File: src/rtl/systolic_pkg.sv
// systolic_pkg: helpers shared by the systolic array input skew and output deskew stages.
package systolic_pkg;
  localparam int ELEM_W = 8;
  typedef logic [ELEM_W-1:0] elem_t;
  function automatic int deskew_depth(input int k, input int length);
    return length - 1 - k;
  endfunction
  function automatic int row_cnt_w(input int rows);
    return (rows > 1) ? $clog2(rows) : 1;
  endfunction
endpackage

File: src/rtl/systolic_output_deskew_if.sv
// systolic_output_deskew_if: skewed array-edge input and aligned result-row output bus.
interface systolic_output_deskew_if #(
  parameter int WIDTH  = 8,
  parameter int LENGTH = 5
);
  logic                         IN_VALID;
  logic [LENGTH-1:0][WIDTH-1:0] Inputs;
  logic [LENGTH-1:0][WIDTH-1:0] Outputs;
  logic                         OUT_VALID;
  logic                         OUT_LAST;
  logic                         BUSY;
  modport master (output IN_VALID, Inputs, input Outputs, OUT_VALID, OUT_LAST, BUSY);
  modport slave (input IN_VALID, Inputs, output Outputs, OUT_VALID, OUT_LAST, BUSY);
endinterface

File: src/rtl/systolic_delay_line.sv
// systolic_delay_line: DEPTH-stage enabled shift register; DEPTH=0 is a pass-through.
module systolic_delay_line #(
  parameter int WIDTH = 8,
  parameter int DEPTH = 1
) (
  input  logic             CLK,
  input  logic             ASYNC_RST,
  input  logic             SYNC_RST,
  input  logic             EN,
  input  logic [WIDTH-1:0] i_d,
  output logic [WIDTH-1:0] o_q,
  output logic             o_any
);
  if (DEPTH == 0) begin : g_wire
    assign o_q   = i_d;
    assign o_any = 1'b0;
  end else begin : g_sr
    logic [DEPTH-1:0][WIDTH-1:0] r_sr;
    always_ff @(posedge CLK or posedge ASYNC_RST)
      if (ASYNC_RST) r_sr <= '0;
      else if (SYNC_RST) r_sr <= '0;
      else if (EN) begin
        r_sr[0] <= i_d;
        for (int i = 1; i < DEPTH; i++) r_sr[i] <= r_sr[i-1];
      end
    assign o_q   = r_sr[DEPTH-1];
    // For the 1-bit valid chain this is the OR of every stage.
    assign o_any = |r_sr;
  end
endmodule

File: src/rtl/systolic_output_deskew.sv
// systolic_output_deskew: re-aligns skewed systolic result columns into whole rows.
// Define SYSTOLIC_DESKEW_LAST_EN to build the tile row counter behind OUT_LAST.
module systolic_output_deskew
  import systolic_pkg::*;
#(
  parameter int WIDTH  = 8,
  parameter int LENGTH = 5,
  parameter int ROWS   = 5
) (
  input logic                     CLK,
  input logic                     ASYNC_RST,
  input logic                     SYNC_RST,
  input logic                     EN,
  systolic_output_deskew_if.slave bus
);
  logic [LENGTH-1:0][WIDTH-1:0] w_col;
  logic [LENGTH-1:0]            w_unused_any;
  logic                         w_vld;
  logic                         w_busy;
  logic                         w_last;
  logic [LENGTH-1:0][WIDTH-1:0] r_out;
  logic                         r_vld;
  for (genvar k = 0; k < LENGTH; k++) begin : g_col
    systolic_delay_line #(.WIDTH(WIDTH), .DEPTH(deskew_depth(k, LENGTH))) u_dl (
      .CLK(CLK), .ASYNC_RST(ASYNC_RST), .SYNC_RST(SYNC_RST), .EN(EN),
      .i_d(bus.Inputs[k]), .o_q(w_col[k]), .o_any(w_unused_any[k])
    );
  end
  systolic_delay_line #(.WIDTH(1), .DEPTH(LENGTH-1)) u_vld (
    .CLK(CLK), .ASYNC_RST(ASYNC_RST), .SYNC_RST(SYNC_RST), .EN(EN),
    .i_d(bus.IN_VALID), .o_q(w_vld), .o_any(w_busy)
  );
  always_ff @(posedge CLK or posedge ASYNC_RST)
    if (ASYNC_RST) begin
      r_out <= '0;
      r_vld <= 1'b0;
    end else if (SYNC_RST) begin
      r_out <= '0;
      r_vld <= 1'b0;
    end else if (EN) begin
      r_vld <= w_vld;
      if (w_vld) r_out <= w_col;
    end
`ifdef SYSTOLIC_DESKEW_LAST_EN
  localparam int CW = row_cnt_w(ROWS);
  logic [CW-1:0] r_cnt;
  logic          r_last;
  always_ff @(posedge CLK or posedge ASYNC_RST)
    if (ASYNC_RST) begin
      r_cnt  <= '0;
      r_last <= 1'b0;
    end else if (SYNC_RST) begin
      r_cnt  <= '0;
      r_last <= 1'b0;
    end else if (EN) begin
      r_last <= w_vld && (r_cnt == CW'(ROWS-1));
      if (w_vld) r_cnt <= (r_cnt == CW'(ROWS-1)) ? '0 : r_cnt + 1'b1;
    end
  assign w_last = r_last;
`else
  assign w_last = 1'b0;
`endif
  assign bus.Outputs   = r_out;
  assign bus.OUT_VALID = r_vld;
  assign bus.OUT_LAST  = w_last;
  assign bus.BUSY      = w_busy;
endmodule

File: src/flat_wrapper.sv
// flat-port wrapper written by rule: the top's interface ports become plain ports
module systolic_output_deskew_flat import systolic_pkg::*;
#(
  parameter int WIDTH  = 8,
  parameter int LENGTH = 5,
  parameter int ROWS   = 5
)
  (CLK, ASYNC_RST, SYNC_RST, EN, bus_IN_VALID, bus_Inputs, bus_Outputs, bus_OUT_VALID, bus_OUT_LAST, bus_BUSY);
  systolic_output_deskew_if #(.WIDTH(WIDTH), .LENGTH(LENGTH)) bus_i ();
  input logic CLK;
  input logic ASYNC_RST;
  input logic SYNC_RST;
  input logic EN;
  input wire logic [$bits(bus_i.IN_VALID)-1:0] bus_IN_VALID;
  input wire logic [$bits(bus_i.Inputs)-1:0] bus_Inputs;
  output wire logic [$bits(bus_i.Outputs)-1:0] bus_Outputs;
  output wire logic [$bits(bus_i.OUT_VALID)-1:0] bus_OUT_VALID;
  output wire logic [$bits(bus_i.OUT_LAST)-1:0] bus_OUT_LAST;
  output wire logic [$bits(bus_i.BUSY)-1:0] bus_BUSY;
  assign bus_i.IN_VALID = bus_IN_VALID;
  assign bus_i.Inputs = bus_Inputs;
  assign bus_Outputs = bus_i.Outputs;
  assign bus_OUT_VALID = bus_i.OUT_VALID;
  assign bus_OUT_LAST = bus_i.OUT_LAST;
  assign bus_BUSY = bus_i.BUSY;
  systolic_output_deskew #(.WIDTH(WIDTH), .LENGTH(LENGTH), .ROWS(ROWS)) u_core (.CLK(CLK), .ASYNC_RST(ASYNC_RST), .SYNC_RST(SYNC_RST), .EN(EN), .bus(bus_i));
endmodule
File: config.mk
export PLATFORM = sky130hd
export DESIGN_NAME = systolic_output_deskew_flat
export DESIGN_NICKNAME = d
export VERILOG_FILES = /design/src/rtl/systolic_pkg.sv /design/src/rtl/systolic_output_deskew_if.sv /design/src/rtl/systolic_delay_line.sv /design/src/rtl/systolic_output_deskew.sv /design/src/flat_wrapper.sv
export SDC_FILE = /design/constraint.sdc
export NUM_CORES = 1
export LEC_CHECK = 0
export ABC_AREA = 1
export BUFFER_PORTS_ARGS = -buffer_cell sky130_fd_sc_hd__buf_2
export CAP_MARGIN = 20
export CORE_ASPECT_RATIO = 0.75
export CORE_MARGIN = 2
export CORE_UTILIZATION = 40
export CTS_BUF_LIST = sky130_fd_sc_hd__clkbuf_4 sky130_fd_sc_hd__clkbuf_8
export CTS_CLUSTER_SIZE = 24
export DETAILED_ROUTE_END_ITERATION = 10
export GPL_ROUTABILITY_DRIVEN = 1
export PLACE_DENSITY = 0.63
export SYNTH_ARGS = -nofsm -noshare
export SYNTH_HDL_FRONTEND = slang
export SYNTH_SLANG_ARGS = --single-unit
File: constraint.sdc
create_clock -name CLK -period 12.2 [get_ports CLK]
set_input_delay 3.05 -clock CLK [delete_from_list [all_inputs] [get_ports CLK]]
set_output_delay 3.05 -clock CLK [all_outputs]
set_load 0.01 [all_outputs]
# [Yosys cells after proc, flatten, opt, wreduce, memory -nomap -nowiden]
# Index checks and enable logic that the tools add are counted.
# Widths: inputs -> output; s select.
[classes] n_mux=15 reduce_logical=4
[ops] op="$mux 40" n=3
[ops] op="$mux 32" n=2
[ops] op="$mux 24" n=2
[ops] op="$mux 16" n=2
[ops] op="$mux 8" n=2
[ops] op="$mux 4" n=2
[ops] op="$reduce_bool 2->1" n=2
[ops] op="$reduce_or 4->1" n=1
[ops] op="$mux 1" n=2
[ops] op="$reduce_and 2->1" n=1
[totals] word_cells=39 output_inout_bits=43 inputBits=45 regBits=125

# [Depth between registers and ports, before layout]
[depth] depth_word=3 ltp_mapped=6 ltp_nobuf=4

# [Cells and area by module]
# Synthesis repeated with hierarchy kept, for this count alone.
[hier_totals] cells_unflattened=715 hier_area_um2=5965.7
[by_module_without_submodules] mod="systolic_output_deskew" instances=1 seq_area_each_um2=1026.0 cells_each=267 area_each_um2=2004.4
[by_module_without_submodules] mod="systolic_delay_line at u_core.g_col[0].u_dl" instances=1 seq_area_each_um2=800.8 cells_each=152 area_each_um2=1442.6
[by_module_without_submodules] mod="systolic_delay_line at u_core.g_col[1].u_dl" instances=1 seq_area_each_um2=600.6 cells_each=119 area_each_um2=1106.1
[by_module_without_submodules] mod="systolic_delay_line at u_core.g_col[2].u_dl" instances=1 seq_area_each_um2=400.4 cells_each=94 area_each_um2=770.7
[by_module_without_submodules] mod="systolic_delay_line at u_core.g_col[3].u_dl" instances=1 seq_area_each_um2=200.2 cells_each=51 area_each_um2=395.4
[by_module_without_submodules] mod="systolic_delay_line at u_core.u_vld" instances=1 seq_area_each_um2=100.1 cells_each=22 area_each_um2=175.2
[by_module_without_submodules] mod="systolic_delay_line at u_core.g_col[4].u_dl" instances=1 seq_area_each_um2=0.0 cells_each=10 area_each_um2=71.3

# [Worst setup path after synthesis]
# No wires, ideal clock.
[synth_timing] path_type="input-to-reg" from="input SYNC_RST" to="register u_core.r_out (netlist bit u_core.bus.Outputs[16])" path_stages=5 t_required_ns=12.134 arrival_ns=3.721 slack_ns=8.413 n_path_buf=2 setup_time_ns=0.066 path_cell_list="buf_4 -> inv_2 -> clkbuf_1 -> nand3_1 -> nand2_1"
[synth_via] elab_chain_cells=2 elab_cells_between_ends=4 cone_classes="mux (1); reduce/logical (3)"
[synth_rtl] item="from (decl)" line_no="flat_wrapper.sv:12" source="input logic SYNC_RST;"
[synth_rtl] item="$reduce_bool 2->1 (no source line)"
[synth_rtl] item="$reduce_and 2->1 (no source line)"
[synth_rtl] item="to (signal assigned)" line_no="systolic_output_deskew.sv:42" source="if (w_vld) r_out <= w_col;"
[synth_rtl] item="to (decl)" line_no="systolic_output_deskew.sv:21" source="logic [LENGTH-1:0][WIDTH-1:0] r_out;"
# Several ways; a longest one is shown, not always the timed one.
# A chain may end at the register's enable or synchronous reset.

# [Worst setup path after layout]
[layout_timing] from="input SYNC_RST" to="register u_core.r_out (netlist bit u_core.bus.Outputs[11])"
# The elaborated chain is that of the path after synthesis.

==> metrics.txt <==
DRC viols 0; worst-margin pin slew 0.866 ns; clock buffer depth 2; CP max stage cell nand2_1; Worst-path clk slew 0.07 ns; synthesized instance count 625; Crit path buffers/inverters 3; yosys warns 0; Max Slew Vio Count 0; Post-CTS Setup Inserts 0; setup violators final 0; CP Cell Sequence buf_2 > inv_2 > nand2_1 > buf_4 > nand2_1 > nand2_1; first-pass GRT wire length 18.2 mm; Net Count, Synth 670; Die Area 13700 um^2; post-DR vias/cell 4.54; DRT iter0 DRCs 268; post-cts resize count 0; sequential element share of the synthesized area 0.611; crit path capture type flop; number of synthesized register bits 125; Layout area overhead 16.9%; crit share post-route 0.416; DIE HEIGHT 102 um; CTS tree done; mean post-synth cell area 8.19 um^2; Hold Crit Class reg -> reg; Root Buffer clkbuf_8; Initial DRT Pass Iterations 4; n_diodes 0; critical path arrival 5.44 ns; Worst path max stage delay 0.67 ns; CTS Buf Count 17; CP delay by family, top buffers and inverters; Initial Utilization 0.413; H-tree depth 4; largest net degree at the start of global routing 77; Unique masters post-synth 12; via count 3988; Tot GR Track Use 0.169; PwrDens 138 nW/um^2; stages on the worst setup path 6; setup_tns 0 ns; crit path max fanout 44; vias in the first global route 4000; relative slew slack 0.423; wire length per cell 12.1 um; Final Util 0.483; Worst-Skew Late Latency 0.43 ns; # hold bufs at CTS 0; Cell Rows 35; reg2reg path depth 5; RD Place Congestion 0.780; Top cell by count, worst path nand2_1; Synth Cell Area 5120 um^2; fmax 0.197 GHz; share of cells above drive strength 1 0.178; initial antenna violation count 0; Clock Sinks 125; Layout Skew 0.00921 ns; CP required 12.57 ns; die width 135 um; IR drop worst, VDD 0.0693 mV; Finished Cell Area 5990 um^2; Core Box Area 12400 um^2; Crit Path Category in -> reg; nets 745; max_cap viols 0; Fin. Hold Viols 0; Placed Area 5620 um^2; Post-DRT Antenna Nets 0; I/O pin total 88; Post-Route WL 10.6 mm; Worst Setup Start Kind primary input; Port Buf Inserts 86; HPWL after DPL 6.68 mm; unrepaired setup endpoints after global routing no; leakage power 3.50 nW; WHS Path Cells 2; total grt overflow 0; Fillers 1221; minimum clock period after layout 5.07 ns; status completed
## per-stage QoR
step                setup WS [ns]  instances  total power, mW  hold WS [ns]
floorplan                    5.82        625            0.481         0.442
global placement             6.80        847            0.500         0.453
detailed placement           6.69        847            0.501         0.451
CTS                          7.15        878            0.834         0.465
global route                 6.88        878            0.858         0.486
finish                       7.13        878            0.823         0.464
## final timing paths
check | startpoint | endpoint | slack [ns]
max in group asynchronous | ASYNC_RST | u_core.bus.Outputs[25] | 8.17
max | SYNC_RST | u_core.bus.Outputs[11] | 7.13
min | u_core.g_col[0].u_dl.g_sr.r_sr[21] | u_core.g_col[0].u_dl.o_q[5] | 0.46
min in group asynchronous | ASYNC_RST | u_core.bus.Outputs[30] | 2.74
max reg2reg | u_core.u_vld.o_q | u_core.bus.Outputs[11] | 10.65
min reg2reg | u_core.g_col[0].u_dl.g_sr.r_sr[21] | u_core.g_col[0].u_dl.o_q[5] | 0.46
## synth_stat cells
cell type	count	area, um^2
dfrtp_1	125	3130
nor2_1	41	154
conb_1	1	3.75
inv_1	43	161
clkbuf_1	15	56.3
buf_4	8	60.1
buf_2	12	60.1
o21ai_0	3	15.0
nand3_1	41	205
inv_2	2	7.51
nand2_1	332	1250
nor2_4	2	22.5
## worst min-delay path, cell delays in order (launching register included)
cell and delay, ns:
dfrtp_1 0.34, nand2_1 0.05, nand2_1 0.05
## report_power, final
part           internal, mW  switching [mW]
combinational        0.0172          0.0383
sequential            0.429         0.00785
clock                 0.171           0.160
total                 0.617           0.207
## kinds of logic after synthesis
| family | after synthesis | synth area share |
|---|---|---|
| other cells | 1 | 0.000732 |
| buf+inv | 80 | 0.0674 |
| simple gates | 416 | 0.318 |
| flops | 125 | 0.611 |
| compound gates | 3 | 0.00293 |
## layout by cell type (no fill, tap or decap)
cell type | synthesis | layout
inv_4 | 0 | 1
buf_2 | 12 | 86
inv_1 | 43 | 42
nand3_1 | 41 | 41
clkinv_2 | 0 | 4
bufinv_16 | 0 | 1
clkbuf_4 | 0 | 1
buf_4 | 8 | 5
nand2_1 | 332 | 332
inv_2 | 2 | 2
dfrtp_1 | 125 | 125
conb_1 | 1 | 1
o21ai_0 | 3 | 3
nor2_1 | 41 | 41
clkinvlp_4 | 0 | 6
clkbuf_8 | 0 | 19
nor2_4 | 2 | 2
## final cells by class
| type | instances | area, um^2 | area share |
|---|---|---|---|
| clock buffers | 20 | 269 | 0.0449 |
| repair buffers | 91 | 468 | 0.0782 |
| inverters | 45 | 171 | 0.0286 |
| well taps | 166 | 208 | 0.0347 |
| multi-input cells | 420 | 1650 | 0.275 |
| flip-flops and latches | 125 | 3130 | 0.523 |
| clock inverters | 11 | 95.1 | 0.0159 |
## flip-flops by register name (all words and copies together) (netlist names)
signal / count
u_core.g_col.u_dl.o_q: 32
u_core.u_vld.g_sr.r_sr: 3
u_core.bus.Outputs: 40
u_core.u_vld.o_q: 1
u_core.g_col.u_dl.g_sr.r_sr: 48
u_core.bus.OUT_VALID: 1
## metal layers
metal  global-route usage  vias to the layer above  wire [um]
met1                0.226                     1844       5160
li1                     -                     2013          -
met5                    0                        -          0
met3               0.0446                       26        646
met4               0.0842                        0        290
met2                0.258                      105       4520
(Power assumes the default switching activity.)
